### src/rtl/tdm_scan_ctrl.sv
`default_nettype none
// +--------------------------------------------------------------------------+
// | Module   : tdm_scan_ctrl                                                  |
// | Function : TDM scan controller. Steps an 8:1 selector / 1:8 distributor  |
// |            pair and reassembles the serial bits into a received word.    |
// | Revision : 1.0 - initial release                                          |
// +--------------------------------------------------------------------------+
module tdm_scan_ctrl #(
   parameter int HOLD_CYCLES = 1
) (
   input  logic       clk,
   input  logic       rst_n,
   input  logic       iStart,
   input  logic [7:0] iData,
   output logic [7:0] oTxData,
   output logic       A,
   output logic       B,
   output logic       C,
   input  logic [7:0] iF,
   output logic [7:0] oData,
   output logic       oBusy,
   output logic       oDone,
   output logic       oMatch
);

   typedef enum logic [1:0] {
      IDLE = 2'd0,
      SCAN = 2'd1,
      DONE = 2'd2
   } state_t;

   localparam logic [3:0] c_holdLast = 4'(HOLD_CYCLES - 1);

   state_t     r_state;
   logic [2:0] r_sel;
   logic [3:0] r_holdCnt;
   logic [7:0] r_shadow;
   logic [7:0] r_txData;
   logic [7:0] r_rxData;
   logic       r_busy;
   logic       r_done;
   logic       r_match;

   logic       w_holdEnd;
   logic [7:0] w_captured;

   assign w_holdEnd = (r_holdCnt == c_holdLast);

   // Shadow word as it will look once the currently selected bit is captured.
   always_comb begin
      w_captured        = r_shadow;
      w_captured[r_sel] = iF[r_sel];
   end

   always_ff @(posedge clk or negedge rst_n) begin
      if (!rst_n) begin
         r_state   <= IDLE;
         r_sel     <= 3'd0;
         r_holdCnt <= 4'd0;
         r_shadow  <= 8'd0;
         r_txData  <= 8'd0;
         r_rxData  <= 8'd0;
         r_busy    <= 1'b0;
         r_done    <= 1'b0;
         r_match   <= 1'b0;
      end else begin
         r_done <= 1'b0;
         case (r_state)
            IDLE, DONE: begin
               if (iStart) begin
                  r_txData  <= iData;
                  r_sel     <= 3'd0;
                  r_holdCnt <= 4'd0;
                  r_shadow  <= 8'd0;
                  r_busy    <= 1'b1;
                  r_state   <= SCAN;
               end else begin
                  r_busy    <= 1'b0;
                  r_state   <= IDLE;
               end
            end
            SCAN: begin
               if (w_holdEnd) begin
                  r_shadow <= w_captured;
                  if (r_sel == 3'd7) begin
                     // Select code stays at 7 so the counter never wraps in SCAN.
                     r_rxData <= w_captured;
                     r_match  <= (w_captured == r_txData);
                     r_done   <= 1'b1;
                     r_busy   <= 1'b0;
                     r_state  <= DONE;
                  end else begin
                     r_sel     <= r_sel + 3'd1;
                     r_holdCnt <= 4'd0;
                  end
               end else begin
                  r_holdCnt <= r_holdCnt + 4'd1;
               end
            end
            default: begin
               r_busy  <= 1'b0;
               r_state <= IDLE;
            end
         endcase
      end
   end

   assign oTxData = r_txData;
   assign A       = r_sel[2];
   assign B       = r_sel[1];
   assign C       = r_sel[0];
   assign oData   = r_rxData;
   assign oBusy   = r_busy;
   assign oDone   = r_done;
   assign oMatch  = r_match;

endmodule
`default_nettype wire
### config.mk
export PLATFORM = sky130hd
export DESIGN_NAME = tdm_scan_ctrl
export DESIGN_NICKNAME = d
export VERILOG_FILES = /design/src/rtl/tdm_scan_ctrl.sv
export SDC_FILE = /design/constraint.sdc
export NUM_CORES = 1
export LEC_CHECK = 0
export CAP_MARGIN = 20
export CELL_PAD_IN_SITES_DETAIL_PLACEMENT = 0
export CELL_PAD_IN_SITES_GLOBAL_PLACEMENT = 1
export CORE_ASPECT_RATIO = 1.4
export CORE_MARGIN = 10
export CORE_UTILIZATION = 40
export DETAILED_ROUTE_END_ITERATION = 7
export PLACE_DENSITY_LB_ADDON = 0.1
export SYNTH_ARGS = -nofsm -noshare
export SYNTH_HDL_FRONTEND = slang
export SYNTH_SLANG_ARGS = --single-unit
### constraint.sdc
create_clock -name clk -period 2.65 [get_ports clk]
set_clock_uncertainty 0.1 [all_clocks]
set_input_delay 0.53 -clock clk [delete_from_list [all_inputs] [get_ports clk]]
set_output_delay 0.53 -clock clk [all_outputs]
set_load 0.05 [all_outputs]
==> results.json <==
{
  "final_period_minus_worst_setup_slack_ns": 2.47,
  "synth.net_count": 211,
  "clk_pin_slew_worst_paths_ns": 0.07,
  "dp_hpwl_um": 3540,
  "worst_slew_pin_slew_ns": 0.512,
  "cp_data_required_time_ns": 2.02,
  "worst_r2r_path_depth": 8,
  "crit_start": "r_sel[0]",
  "regArea_sq_um": 901,
  "share_of_layout_cells_above_drive_strength_1_pct": 9.09,
  "portBuffers": 40,
  "number_of_flops_mapped_to_enable_cells_by_yosys": 0,
  "max_freq_mhz": 406,
  "outcome": "complete, no violations",
  "rsz0062_at_grt": "no",
  "die_width_um": 76.8,
  "largest_net_degree_at_the_start_of_global_routing": 37,
  "routed_wire_length_per_instance_um": 16.3,
  "report.final.hold_viol_count": 0,
  "grt_use_total_pct": 12.7,
  "core_region_area_sq_um": 4310,
  "yosys_warnings": 0,
  "floorplan.die_area_sq_um": 7650,
  "routedLengthMet1_um": 2080,
  "postCtsSetupBuffers": 0,
  "detailedRoute.firstPassIterationCount": 5,
  "crit_path_max_fanout": 16,
  "final_min_period_over_clock_period_pct": 93.0,
  "crit_path_cell_trace": "clkdlybuf4s50_1",
  "multi_input_area_sq_um": 833,
  "grt_remaining_overflow": 0,
  "critical_path.top_delay_family": "buffers and inverters",
  "main_synth_ff_type": "sky130_fd_sc_hd__dfrtp_1",
  "timing.setup.critical_path_class": "reg2out",
  "placementRows": 28,
  "netlist.area_leader.share_pct": 49.8,
  "r2r_start": "r_holdCnt[0]",
  "synth.largest_area_cell": "sky130_fd_sc_hd__dfrtp_1",
  "numCtsBuffers": 5,
  "synth_cells": 188,
  "cp_num_cells": 1,
  "slowest_delay_ns": 0.90,
  "postSynthRegisterBits": 36,
  "timing.setup.tns_ns": 0,
  "final_nets": 253,
  "grt_pass1_vias": 1599,
  "antenna_violations_before_repair": 0,
  "top_signal_layer_used": "met4",
  "tritoncts": "yes",
  "worst_setup_path_endpoint": "C",
  "ys_top_cells_by_area": "sky130_fd_sc_hd__dfrtp_1, sky130_fd_sc_hd__nand2_1, sky130_fd_sc_hd__o21ai_0",
  "drtIter0Drc": 94,
  "layout.filler_cells": 411,
  "critical_path.reg2reg.endpoint": "r_holdCnt[1]",
  "power_per_cell_area_nw_per_um2": 1260,
  "root_buffer": "sky130_fd_sc_hd__clkbuf_8",
  "r2r_setup_slack_ns": 0.45,
  "async_reset_ff_share_pct": 100,
  "cts_max_path_buffers": 2,
  "synth_area_per_cell_sq_um": 9.62,
  "cp-end-kind": "primary output",
  "cts_h_tree_depth": 2,
  "cp_data_arrival_time_ns": 1.84,
  "timing.max_slew.rel_slack_pct": 65.7,
  "vdd_ir_drop_max_mv": 0.708,
  "syn-cell-area_sq_um": 1810,
  "first_pass_grt_wire_length_um": 7950,
  "remaining_drc_errors": 0,
  "layout_overhead_on_the_synthesized_area_pct": 30.3,
  "synth_seq_area_share_pct": 49.8,
  "final-max-slew-violation-count": 0,
  "worst-path-buf-inv": 1,
  "route.met3.wl_um": 211,
  "cellLeakagePower_nw": 1.05,
  "fin_area_sq_um": 2360,
  "worstSkewPairLatency_ns": 0.29,
  "gpl_congestion": 0.818,
  "placedInstanceArea_sq_um": 2250,
  "initial_core_util_pct": 42.0,
  "drv_cap": 0,
  "crit_path_top_delay_cell": "sky130_fd_sc_hd__clkdlybuf4s50_1",
  "met2_wirelength_um": 2390,
  "hold_path_class": "reg2reg",
  "synthDistinctLibCells": 41,
  "timing.final.setup_violations": 0,
  "post_cts.resized_instances": 0,
  "numClockSinks": 36,
  "fp.dieH_um": 99.6,
  "drt-vias-per-instance": 5.08,
  "vias": 1478,
  "setup.worst_path.start_class": "flop",
  "antennaDiodeCount": 0,
  "ant_nets": 0,
  "design.portCount": 41,
  "ctsHoldBuffers": 0,
  "routed_wirelength_um": 4750
}
kinds of logic after synthesis:
group	synth area share (%)
simple gates	23.5
buf+inv	4.08
flops	49.8
xor+xnor	3.88
compound gates	13.1
fa+ha+maj	2.77
mux	2.84
metrics by stage:
| stage | instances | hold slack, ns | power (mW) | util, % | worst slack [ns] |
|---|---|---|---|---|---|
| final | 291 | 0.403 | 2.97 | 54.7 | 0.185 |
| after global routing | 291 | 0.433 | 3.17 | 54.7 | 0.121 |
| after CTS | 291 | 0.404 | 3.00 | 54.7 | 0.202 |
| after detailed placement | 283 | 0.388 | 2.52 | 52.2 | 0.420 |
| after global placement | 283 | 0.365 | 2.47 | 52.2 | 0.469 |
| after floorplan | 188 | 0.134 | 2.02 | - | 0.567 |
synth_stat cells (2+ instances only):
cell,count
sky130_fd_sc_hd__nand2_1,38
sky130_fd_sc_hd__dfrtp_1,36
sky130_fd_sc_hd__nor2_1,15
sky130_fd_sc_hd__o21ai_0,14
sky130_fd_sc_hd__a21oi_1,10
sky130_fd_sc_hd__nand3_1,8
sky130_fd_sc_hd__xor2_1,7
sky130_fd_sc_hd__ha_1,4
sky130_fd_sc_hd__mux2i_1,4
sky130_fd_sc_hd__a22o_1,3
sky130_fd_sc_hd__buf_6,3
sky130_fd_sc_hd__clkbuf_1,3
sky130_fd_sc_hd__inv_1,3
sky130_fd_sc_hd__nand2b_1,3
sky130_fd_sc_hd__nand4_1,3
sky130_fd_sc_hd__nor3b_1,3
sky130_fd_sc_hd__a21o_1,2
sky130_fd_sc_hd__a21oi_2,2
sky130_fd_sc_hd__a22oi_1,2
sky130_fd_sc_hd__and4b_1,2
sky130_fd_sc_hd__nand3b_1,2
sky130_fd_sc_hd__nor2b_1,2
how the worst min path moves through the flow:
stage	to	depth (start not counted)	slack, ns	start
2_1_floorplan	oBusy	0	0.13	rst_n
3_3_place_gp	oBusy	2	0.36	oBusy
3_5_place_dp	r_shadow[1]	2	0.39	r_shadow[1]
4_1_cts	r_shadow[1]	2	0.40	r_shadow[1]
5_1_grt	oData[6]	2	0.43	oData[6]
6_report	oBusy	2	0.40	oBusy
metal layers:
layer / GRT usage, % / up-vias
met1: 14.5 / 710
met2: 22.0 / 33
li1: - / 729
met5: 0 / -
met3: 3.96 / 6
met4: 4.30 / 0
cell usage in the layout, fill, tap and decap left out, types with 3 or more instances in the layout:
cell and instances:
sky130_fd_sc_hd__nor2_1 15, sky130_fd_sc_hd__nand4_1 3, sky130_fd_sc_hd__o21ai_0 14, sky130_fd_sc_hd__buf_4 3, sky130_fd_sc_hd__a21oi_1 10, sky130_fd_sc_hd__ha_1 4
sky130_fd_sc_hd__clkdlybuf4s50_1 40, sky130_fd_sc_hd__nand3_1 8, sky130_fd_sc_hd__nor3b_1 3, sky130_fd_sc_hd__dfrtp_1 36, sky130_fd_sc_hd__inv_1 3, sky130_fd_sc_hd__clkbuf_8 5
sky130_fd_sc_hd__mux2i_1 4, sky130_fd_sc_hd__nand2b_1 3, sky130_fd_sc_hd__xor2_1 7, sky130_fd_sc_hd__nand2_1 38, sky130_fd_sc_hd__a22o_1 3
area by class of cell:
class                      instances  share of cell area [%]
clock buffer                       6                    3.08
clock inverter                     2                    1.49
inverter                           4                   0.690
multi-input combinational        140                    35.4
sequential                        36                    38.2
tap                               60                    3.19
timing repair buffer              43                    18.0
where the power goes:
group          leakage (nW)  total (mW)  internal [mW]  switching (mW)
combinational         0.567        1.52          0.555           0.969
clock                0.0552       0.476          0.279           0.197
sequential            0.431       0.969          0.748           0.221
total                  1.05        2.97           1.58            1.39
state kept, by name, summed over array words and instances, names as in the netlist, 2 cells and up:
name       cells
oData          8
oTxData        8
r_holdCnt      4
r_sel          3
r_shadow       8
r_state        2
No activity file was read; power rests on OpenSTA's default activity.
